### src/rtl/mem_arb_pkg.sv
// Shared types and constants for the unified-memory port arbiter.
// Grant IDs identify the fetch and data requesters throughout the design.
package mem_arb_pkg;

  typedef enum logic [1:0] {
    ST_IDLE   = 2'd0,
    ST_ACCESS = 2'd1,
    ST_DONE   = 2'd2
  } arbState_t;

  localparam logic GNT_IF = 1'b0;
  localparam logic GNT_D  = 1'b1;

  localparam int CNT_W = 4;

  // Fetches and loads read memory; only a data-port store writes.
  function automatic logic isWriteAccess(input logic gntId, input logic we);
    return (gntId == GNT_D) && we;
  endfunction

endpackage

### src/rtl/arb_grant_select.sv
// Combinational winner selection between fetch and data requesters.
// Build option MEM_ARB_RR_EN selects round-robin; otherwise data beats fetch.
module arb_grant_select
  import mem_arb_pkg::*;
(
  input  logic if_req,
  input  logic d_req,
  input  logic last_gnt,
  output logic gnt_valid,
  output logic gnt_id
);

`ifdef MEM_ARB_RR_EN
  // On a tie the requester that lost the previous grant goes next.
  always_comb begin
    gnt_valid = if_req | d_req;
    gnt_id    = GNT_D;
    if (if_req && d_req) begin
      gnt_id = ~last_gnt;
    end else if (if_req) begin
      gnt_id = GNT_IF;
    end
  end
`else
  always_comb begin
    gnt_valid = if_req | d_req;
    gnt_id    = GNT_D;
    if (if_req && !d_req) begin
      gnt_id = GNT_IF;
    end
  end

  logic unusedLastGnt;
  assign unusedLastGnt = last_gnt;
`endif

endmodule

### src/rtl/mem_port_arbiter.sv
// Serialises instruction-fetch and data accesses onto one memory port.
// Define MEM_ARB_RR_EN for round-robin tie breaking; default is data-first.
module mem_port_arbiter
  import mem_arb_pkg::*;
#(
  parameter int MEM_LAT = 1,
  parameter int AW      = 32,
  parameter int DW      = 32
) (
  input  logic          CLK,
  input  logic          RES,
  input  logic          if_req,
  input  logic [AW-1:0] if_addr,
  output logic          if_ack,
  output logic [DW-1:0] if_rdata,
  input  logic          d_req,
  input  logic          d_we,
  input  logic [AW-1:0] d_addr,
  input  logic [DW-1:0] d_wdata,
  output logic          d_ack,
  output logic [DW-1:0] d_rdata,
  output logic          memRead,
  output logic          memWrite,
  output logic [AW-1:0] memAddr,
  output logic [DW-1:0] memDataIn,
  input  logic [DW-1:0] memDataOut,
  output logic          busy
);

  localparam logic [CNT_W-1:0] LAST_CNT = CNT_W'(MEM_LAT - 1);

  arbState_t        state;
  logic [CNT_W-1:0] latCnt;
  logic             latId;
  logic             latWe;
  logic             gntValid;
  logic             gntId;
  logic             lastGnt;
  logic             selWe;
  logic [AW-1:0]    selAddr;
  logic [DW-1:0]    selWdata;

  arb_grant_select uGrant (
    .if_req    (if_req),
    .d_req     (d_req),
    .last_gnt  (lastGnt),
    .gnt_valid (gntValid),
    .gnt_id    (gntId)
  );

`ifdef MEM_ARB_RR_EN
  always_ff @(posedge CLK) begin
    if (RES) begin
      lastGnt <= GNT_D;
    end else if (state == ST_IDLE && gntValid) begin
      lastGnt <= gntId;
    end
  end
`else
  assign lastGnt = GNT_D;
`endif

  // Only the winner's inputs are looked at; the loser is sampled at its own grant.
  always_comb begin
    selWe    = isWriteAccess(gntId, d_we);
    selAddr  = if_addr;
    selWdata = '0;
    if (gntId == GNT_D) begin
      selAddr  = d_addr;
      selWdata = d_wdata;
    end
  end

  // memAddr/memDataIn double as the latched request, so later input changes are ignored.
  always_ff @(posedge CLK) begin
    if (RES) begin
      state     <= ST_IDLE;
      latCnt    <= '0;
      latId     <= GNT_IF;
      latWe     <= 1'b0;
      if_ack    <= 1'b0;
      d_ack     <= 1'b0;
      if_rdata  <= '0;
      d_rdata   <= '0;
      memRead   <= 1'b0;
      memWrite  <= 1'b0;
      memAddr   <= '0;
      memDataIn <= '0;
      busy      <= 1'b0;
    end else begin
      if_ack <= 1'b0;
      d_ack  <= 1'b0;
      case (state)
        ST_IDLE: begin
          if (gntValid) begin
            state     <= ST_ACCESS;
            latCnt    <= '0;
            latId     <= gntId;
            latWe     <= selWe;
            memAddr   <= selAddr;
            memDataIn <= selWdata;
            memRead   <= ~selWe;
            memWrite  <= selWe;
            busy      <= 1'b1;
          end
        end
        ST_ACCESS: begin
          if (latCnt == LAST_CNT) begin
            state    <= ST_DONE;
            memRead  <= 1'b0;
            memWrite <= 1'b0;
            if (latId == GNT_D) begin
              d_ack <= 1'b1;
              if (!latWe) begin
                d_rdata <= memDataOut;
              end
            end else begin
              if_ack   <= 1'b1;
              if_rdata <= memDataOut;
            end
          end else begin
            latCnt <= latCnt + 1'b1;
          end
        end
        ST_DONE: begin
          state <= ST_IDLE;
          busy  <= 1'b0;
        end
        default: begin
          state    <= ST_IDLE;
          memRead  <= 1'b0;
          memWrite <= 1'b0;
          busy     <= 1'b0;
        end
      endcase
    end
  end

endmodule

### config.mk
export PLATFORM = sky130hd
export DESIGN_NAME = mem_port_arbiter
export DESIGN_NICKNAME = d
export VERILOG_FILES = /design/src/rtl/mem_arb_pkg.sv /design/src/rtl/arb_grant_select.sv /design/src/rtl/mem_port_arbiter.sv
export SDC_FILE = /design/constraint.sdc
export NUM_CORES = 1
export LEC_CHECK = 0
export ABC_AREA = 1
export ABC_CLOCK_PERIOD_IN_PS = 1500
export CAP_MARGIN = 20
export CORE_ASPECT_RATIO = 0.9
export CORE_MARGIN = 3
export CORE_UTILIZATION = 42
export CTS_CLUSTER_DIAMETER = 150
export DETAILED_ROUTE_END_ITERATION = 12
export PLACE_DENSITY = 0.81
export SETUP_SLACK_MARGIN = 0.3
export SLEW_MARGIN = 5
export SYNTH_ARGS = -nofsm -noshare
export SYNTH_HDL_FRONTEND = slang
export SYNTH_HIERARCHICAL = 1
export SYNTH_SLANG_ARGS = --single-unit
### constraint.sdc
create_clock -name CLK -period 1.5 [get_ports CLK]
set_input_delay 0.3 -clock CLK [delete_from_list [all_inputs] [get_ports CLK]]
set_output_delay 0.3 -clock CLK [all_outputs]
set_load 0.05 [all_outputs]
Yosys cells after proc, flatten, opt, wreduce, memory -nomap -nowiden
Index checks and enable logic that the tools add are counted.

Register bits after elaboration: 141. Input bits: 133. Output and inout port bits: 133. Logic and storage cells: 58.

Add/subtract/negate cells: 1. Eq/ne operators: 5. Muxes and demuxes: 18. Bitwise logic cells: 7. Reduce and logical (&&, ||, !) cells: 14.

Operators by type and width (count): $mux 32 (2); $reduce_and 3->1 (3); $mux 4 (2); $pmux 4 s2 (1); $mux 1 (7); $ne 2x2->1 const B (3); $not 1->1 (6); $pmux 1 s3 (2); $reduce_and 2->1 (3); $add 4x1->4 const B (1); $logic_not 4->1 (1); $mux 2 (2); $pmux 2 s2 (1); $reduce_and 4->1 (1); $reduce_or 3->1 (1); $eq 2x1->1 const B (1); $eq 2x2->1 const B (1); $logic_and 1x1->1 (2); $logic_not 2->1 (1); $pmux 1 s2 (1); $reduce_bool 2->1 (1); $logic_not 1->1 (1); $or 1x1->1 (1).

Logic depth before layout (Yosys ltp)
Gate-level depths: netlist of the first run.

Depth in word-level cells: 7. Mapped depth: 9. Gate-level depth less buffers: 7.

Cells and area by module
The synthesis of the first run kept the hierarchy.

Modules (own cells, without submodules): mem_port_arbiter (times used 1, cells an instance 843, area an instance 5868.1 um2, seq. area each 2822.7 um2); arb_grant_select (times used 1, cells an instance 4, area an instance 15.0 um2, seq. area each 0.0 um2).

Worst setup path before layout of the first run
Ideal clock, no wire load.

Kind: register -> register. Start: register latCnt[0]. End: register if_rdata[14]. Setup time: 0.114 ns. Arrival: 1.130 ns. Required time: 1.386 ns. Path slack: 0.255 ns. Cell stages (with the launch flop): 9. Buffers on the path: 1. Period minus slack after synthesis: 1.245 ns. Cells stage by stage: dfxtp_1 > inv_1 > ha_1 > nand2_1 > inv_2 > buf_2 > nand4_1 > nand2_1 > nor2_1.

Longest elaborated chain between the ends: 2.

RTL lines: start: declaration (RTL line mem_port_arbiter.sv:33) `logic [CNT_W-1:0] latCnt;`; start signal: assignment (RTL line mem_port_arbiter.sv:122) `latCnt <= latCnt + 1'b1;`; $logic_not 4->1 (RTL line mem_port_arbiter.sv:108) `if (latCnt == LAST_CNT) begin`; $reduce_and 3->1 (no source line); end signal: assignment (RTL line mem_port_arbiter.sv:119) `if_rdata <= memDataOut;`; end: declaration (RTL line mem_port_arbiter.sv:15) `output logic [DW-1:0] if_rdata,`.

Every way passes these cells. A chain may end at the register's enable or synchronous reset.

Final worst setup path of the first run
Start: register state[0]. End: register memDataIn[18].

Longest elaborated chain between the ends: 2.

RTL lines: start: declaration (RTL line mem_port_arbiter.sv:32) `arbState_t state;`; start signal: assignment (RTL line mem_port_arbiter.sv:77) `state <= ST_IDLE;`; start signal: assignment (RTL line mem_port_arbiter.sv:96) `state <= ST_ACCESS;`; start signal: assignment (RTL line mem_port_arbiter.sv:109) `state <= ST_DONE;`; $logic_not 2->1 (RTL line mem_port_arbiter.sv:93) `case (state)`; $reduce_and 2->1 (no source line); end signal: assignment (RTL line mem_port_arbiter.sv:101) `memDataIn <= selWdata;`; end: declaration (RTL line mem_port_arbiter.sv:25) `output logic [DW-1:0] memDataIn,`.

Every way passes these cells.

==> flow_summary.yaml, run 1 <==
outcome:
  run_status: "finished, violations left"
  violations: "setup timing"
pwr:
  vdd_drop_max_uv: 1075
  p_leak_nw: 5.334
  powerDensity_nw_per_um2: 1114
  finalPower_mw: 13.64
sta:
  fin_ws_ps: -3.405
  tightest_slew_ps: 641.0
  min_period_ps: 1503
  max_freq_mhz: 665.2
  drv_slew: 0
  setup_violations: 1
  finalCritPeriodShare_pct: 100.2
  clock_skew_ps: 7.958
  relSlewSlack_pct: 57.26
  rsz0062_at_grt: "true"
  final-hold-violation-count: 0
setup_path:
  r2r_slack_ps: -3
  critPathLaunchType: "flip-flop"
  endpoint_kind: "flip-flop"
  critPathArrivalTime_ps: 1820
  cp_max_fo: 8
  reg2reg_depth: 8
  path_class: "reg2reg"
  worst_r2r_endpoint: "memDataIn[18]"
  r2r-start: "state[0]"
  required_ps: 1820
synth:
  postSynthCellCount: 846
  syn_avg_cell_area_sq_um: 6.950
  synth_warnings: 6
  synth_area_sq_um: 5879
  synth_nets: 981
clock_network:
  cts_tree: "yes"
  clkSinkCount: 141
  cts_buffers: 17
  clk_latency_ps: 430
  holdBufCountCts: 0
  htree_levels: 4
  root_buffer: "clkbuf_16"
  clkTransAtPathRegs_ps: 60
  cts.path.max_buffers: 2
global_route:
  grt_max_degree: 65
  gr-total-overflow: 0
  grt_pass1_wl_microns: 37330
  track_usage_pct: 31.18
  antenna_found_initial: 0
  grt_pass1_vias: 6954
routing:
  first_pass_iters: 5
  drc_errors: 0
  num_vias: 7568
  ant_nets: 0
  drt_wl_total_microns: 29760
  wl_per_cell_microns: 22.22
  post_drt_via_cell_ratio: 5.652
  drt_iter0_drc: 845
die:
  num_rows: 40
  die_h_microns: 118.2
  dieArea_sq_um: 15460
  coreArea_sq_um: 13510
  start_util_pct: 43.51
  io_pins: 266
  die_width_microns: 130.7
place:
  port_buffers: 265
  place_hpwl_microns: 14250
  gp_congestion: 0.8115
  dpl_cell_area_sq_um: 10150
  dp_slack_ps: -303.6
cells_and_area:
  design_area_sq_um: 12240
  final_layout_size_suffix_gt1_share_pct: 43.72
  areaGrowthSynthToFinish_pct: 108.1
  final_nets: 1294
  fillers: 537
  antenna_cells_inserted: 0
flow_run:
  maxCapViolCount: 0
hold_path:
  min_path_type: "in2reg"
  holdPathEnd: "if_rdata[13]"
  hold_start: "RES"
  hold-path-cell-count: 5
-- cells in the final DEF, fill, tap and decap left out, types with 26 or more instances in the layout --
cell	instances
nand2_1	205
nor2_1	178
dfxtp_4	26
buf_4	53
buf_12	149
dfxtp_2	112
clkdlybuf4s50_1	129
inv_1	37
a21oi_2	29
nand4_1	65
-- sequential cells by signal, summed over array words and instances (netlist names) --
| name | flops |
|---|---|
| latId | 1 |
| memDataIn | 32 |
| memRead | 1 |
| memAddr | 32 |
| state | 2 |
| memWrite | 1 |
| latCnt | 4 |
| d_ack | 1 |
| if_ack | 1 |
| d_rdata | 32 |
| latWe | 1 |
| busy | 1 |
| if_rdata | 32 |
-- metal layers --
layer / track usage (%) / vias up / wire length [microns]
li1: - / 3310 / -
met1: 34.12 / 3600 / 10220
met2: 54.97 / 524 / 15040
met3: 9.715 / 134 / 2950
met4: 12.85 / 0 / 1541
met5: 0 / - / 0
-- layout make-up --
class	instances	area, sq um	area share, %
multi-input combinational	597	3084	25.20
sequential	141	3060	25.01
tap	168	210.2	1.718
timing repair buffer	354	5097	41.66
inverter	48	205.2	1.677
clock inverter	13	150.1	1.227
clock buffer	18	429.2	3.507
-- worst max path at each step --
stage          slack (ps)  depth (start not counted)         start       endpoint
2_1_floorplan         290                          8         d_req  memDataIn[22]
3_3_place_gp         -180                          9        if_req     memAddr[3]
3_5_place_dp         -300                          9        if_req     memAddr[0]
4_1_cts               190                          1  memDataIn[2]   memDataIn[2]
5_1_grt               -30                          8      state[0]  memDataIn[18]
6_report               -3                          8      state[0]  memDataIn[18]
-- metrics by stage --
step,TNS (ps),instances,hold WS (ps),utilization (%)
3_5_place_dp,-17950,1247,491.2,75.11
5_1_grt,-69.80,1339,402.8,90.56
6_report,-3.405,1339,395.3,90.56
3_3_place_gp,-11110,1247,486.9,75.11
2_1_floorplan,0,846,442.8,-
4_1_cts,0,1305,353.3,84.54
-- power by group --
part	total, mW	leakage [nW]	internal [mW]	switching, mW
logic	4.85	3.83	2.29	2.56
registers	4.52	1.22	4.13	0.386
clock network	4.27	0.289	2.59	1.68
total	13.6	5.33	9.01	4.63
-- critical path, cell delays in order (launching register included) --
cell and delay (ps):
dfxtp_2 350, inv_4 90, nand3_4 100, nor2_4 190
buf_12 150, buf_12 100, buf_16 130, nand2_1 70
a21oi_1 220
-- timing repair --
action	in CTS	in global routing
pin swaps	18	61
gates cloned	5	9
setup buffers	22	25
resized for setup	196	162
setup endpoints to repair	269	269
No activity file was read; power rests on OpenSTA's default activity.
==> run 2: changes to the inputs <==
--- a/config.mk
+++ b/config.mk
@@ -11,7 +11,7 @@
 export CORE_ASPECT_RATIO = 0.9
 export CORE_MARGIN = 3
 export CORE_UTILIZATION = 42
-export CTS_CLUSTER_DIAMETER = 150
+export CTS_CLUSTER_DIAMETER = 30
 export DETAILED_ROUTE_END_ITERATION = 12
 export PLACE_DENSITY = 0.81
 export SETUP_SLACK_MARGIN = 0.3
==> results of run 2 <==
Final layout, timing and power as in run 1 (identical DEF).
==> run 3: changes to the inputs <==
--- a/config.mk
+++ b/config.mk
@@ -10,10 +10,10 @@
 export CAP_MARGIN = 20
 export CORE_ASPECT_RATIO = 0.9
 export CORE_MARGIN = 3
-export CORE_UTILIZATION = 42
+export CORE_UTILIZATION = 36
 export CTS_CLUSTER_DIAMETER = 30
 export DETAILED_ROUTE_END_ITERATION = 12
-export PLACE_DENSITY = 0.81
+export PLACE_DENSITY = 0.71
 export SETUP_SLACK_MARGIN = 0.3
 export SLEW_MARGIN = 5
 export SYNTH_ARGS = -nofsm -noshare
==> run 3 against run 2 <==
Net effect:
- the run now ends clean
- global-route usage is 8.0 points lower
- combinational power is 7.8% higher
- critical path depth is 1 lower
- sequential share of layout area is 1.0 points lower
- clock skew is 5.8 ps higher
- cell area is 6.2% higher
- critical path type unchanged
- largest cell class unchanged
==> flow_summary.yaml, run 3 (same netlist as run 1, synthesis figures left out) <==
outcome:
  run_status: "finished clean"
cells_and_area:
  antenna_cells_inserted: 0
  areaGrowthSynthToFinish_pct: 121.1
  final_layout_size_suffix_gt1_share_pct: 47.94
  fillers: 784
  layout_commonest_cell: "nand2_1"
  final_nets: 1313
  layout_common_cells: "nand2_1 (201), nor2_1 (152), buf_12 (149)"
  fin_cells: 1393
  finish.utilization_pct: 82.76
  design_area_sq_um: 13000
pwr:
  switchingPower_mw: 4.803
  powerDensity_nw_per_um2: 1087
  finalPower_mw: 14.14
  pwr-share-comb_pct: 37.0
  p_seq_share_pct: 32.0
  vdd_drop_max_uv: 912.2
  p_leak_nw: 5.645
  swShare_pct: 33.98
  clockPowerShare_pct: 31.0
  p_int_mw: 9.332
sta:
  final-hold-violation-count: 0
  fin_ws_ps: 78.85
  drv_slew: 0
  setup_tns_ps: 0
  finalCritPeriodShare_pct: 94.74
  relSlewSlack_pct: 56.12
  clock_skew_ps: 13.74
  setup_violations: 0
  hold_slack_ps: 230.7
  min_period_ps: 1421
  rsz0062_at_grt: "true"
  max_freq_mhz: 703.7
  tightest_slew_ps: 658.2
place:
  gp_congestion: 0.7740
  port_buffers: 265
  dpl_cell_area_sq_um: 10210
  dp_slack_ps: -218.6
  place_inst: 1280
  place_hpwl_microns: 13720
setup_path:
  critPathLaunchType: "flip-flop"
  reg2reg_depth: 7
  crit_cells: 7
  cp_common_cell: "buf_8"
  worst_r2r_endpoint: "memAddr[5]"
  timing.critical_path.cells: "inv_4, nand3_4, buf_8, buf_8, buf_8, o21ai_0, nor2_1"
  cp_top_family: "buffers and inverters"
  max_stage_delay_ps: 370
  cp_max_fo: 8
  endpoint_kind: "flip-flop"
  path_class: "reg2reg"
  r2r-start: "state[1]"
  critPathArrivalTime_ps: 1720
  required_ps: 1800
  critPathBufInv: 4
  crit_slowest_cell: "dfxtp_4"
  r2r_slack_ps: 80
clock_network:
  cts.path.max_buffers: 2
  root_buffer: "clkbuf_16"
  cts_tree: "yes"
  htree_levels: 4
  clkTransAtPathRegs_ps: 60
  clkSinkCount: 141
  holdBufCountCts: 0
  cts_buffers: 17
  clk_latency_ps: 430
routing:
  num_vias: 7354
  drt_iter0_drc: 475
  drc_errors: 0
  drt_wl_total_microns: 28610
  first_pass_iters: 5
  wl_per_cell_microns: 20.54
  post_drt_via_cell_ratio: 5.279
  ant_nets: 0
die:
  die_width_microns: 140.7
  start_util_pct: 37.42
  io_pins: 266
  dieArea_sq_um: 17900
  die_h_microns: 127.2
  num_rows: 43
  coreArea_sq_um: 15710
hold_path:
  min_path_type: "in2reg"
  hold_start: "RES"
  holdPathEnd: "d_rdata[8]"
  hold-path-cell-count: 4
global_route:
  gr-total-overflow: 0
  grt_pass1_wl_microns: 32900
  track_usage_pct: 23.21
  antenna_found_initial: 1
  grt_max_degree: 58
  grt_pass1_vias: 6371
flow_run:
  maxCapViolCount: 0
run 3: cell count changes in the layout (fill, tap and decap cells not counted), moves of 5 or more:
cell / delta
nor2_4: +27
nor2_1: -26
dfxtp_2: -24
dfxtp_4: +24
o21ai_2: +8
o21ai_1: -7
clkbuf_16: +6
buf_6: +5
buf_8: +5
run 3: layout make-up:
| class | instances | area (sq um) | share of cell area [%] |
|---|---|---|---|
| inverter | 48 | 205.2 | 1.578 |
| multi-input combinational | 597 | 3346 | 25.73 |
| timing repair buffer | 372 | 5474 | 42.10 |
| clock buffer | 20 | 446.7 | 3.436 |
| sequential | 141 | 3120 | 24.00 |
| clock inverter | 12 | 145.1 | 1.116 |
| tap | 202 | 252.7 | 1.944 |
| timing repair inverter | 1 | 11.26 | 0.08661 |
run 3: power groups by stage:
stage | sequential [mW] | clock (mW) | combinational (mW)
floorplan | 5.40 | 0 | 0.891
global route | 4.55 | 4.57 | 5.43
CTS | 4.48 | 4.34 | 4.24
finish | 4.53 | 4.38 | 5.23
detailed placement | 4.49 | 0 | 3.94
global placement | 4.48 | 0 | 3.92
run 3: worst reg2reg max path, stage by stage (launching register included):
cell and delay [ps]:
dfxtp_4 370, inv_4 80, nand3_4 100, buf_8 150, buf_8 130, buf_8 150
o21ai_0 240, nor2_1 90
run 3: worst max-delay path by stage:
| stage | startpoint | endpoint | slack (ps) |
|---|---|---|---|
| 2_1_floorplan | d_req | memDataIn[22] | 290 |
| 3_3_place_gp | d_req | memAddr[0] | -180 |
| 3_5_place_dp | if_req | memAddr[2] | -220 |
| 4_1_cts | state[0] | d_rdata[19] | 200 |
| 5_1_grt | state[0] | memWrite | 60 |
| 6_report | state[1] | memAddr[5] | 80 |
run 3: metal layers:
layer	routed length, microns	global-route usage [%]	up-vias
met1	10630	26.32	3485
met4	1064	7.521	2
li1	-	-	3361
met3	2604	8.383	84
met2	14300	40.74	422
met5	13	0	-
run 3: what timing repair did:
| action | CTS | global route |
|---|---|---|
| setup buffers | 12 | 45 |
| cloned | 8 | 16 |
| pin swaps | 7 | 88 |
| gates resized for setup | 171 | 301 |
| setup endpoints to repair | 269 | 269 |
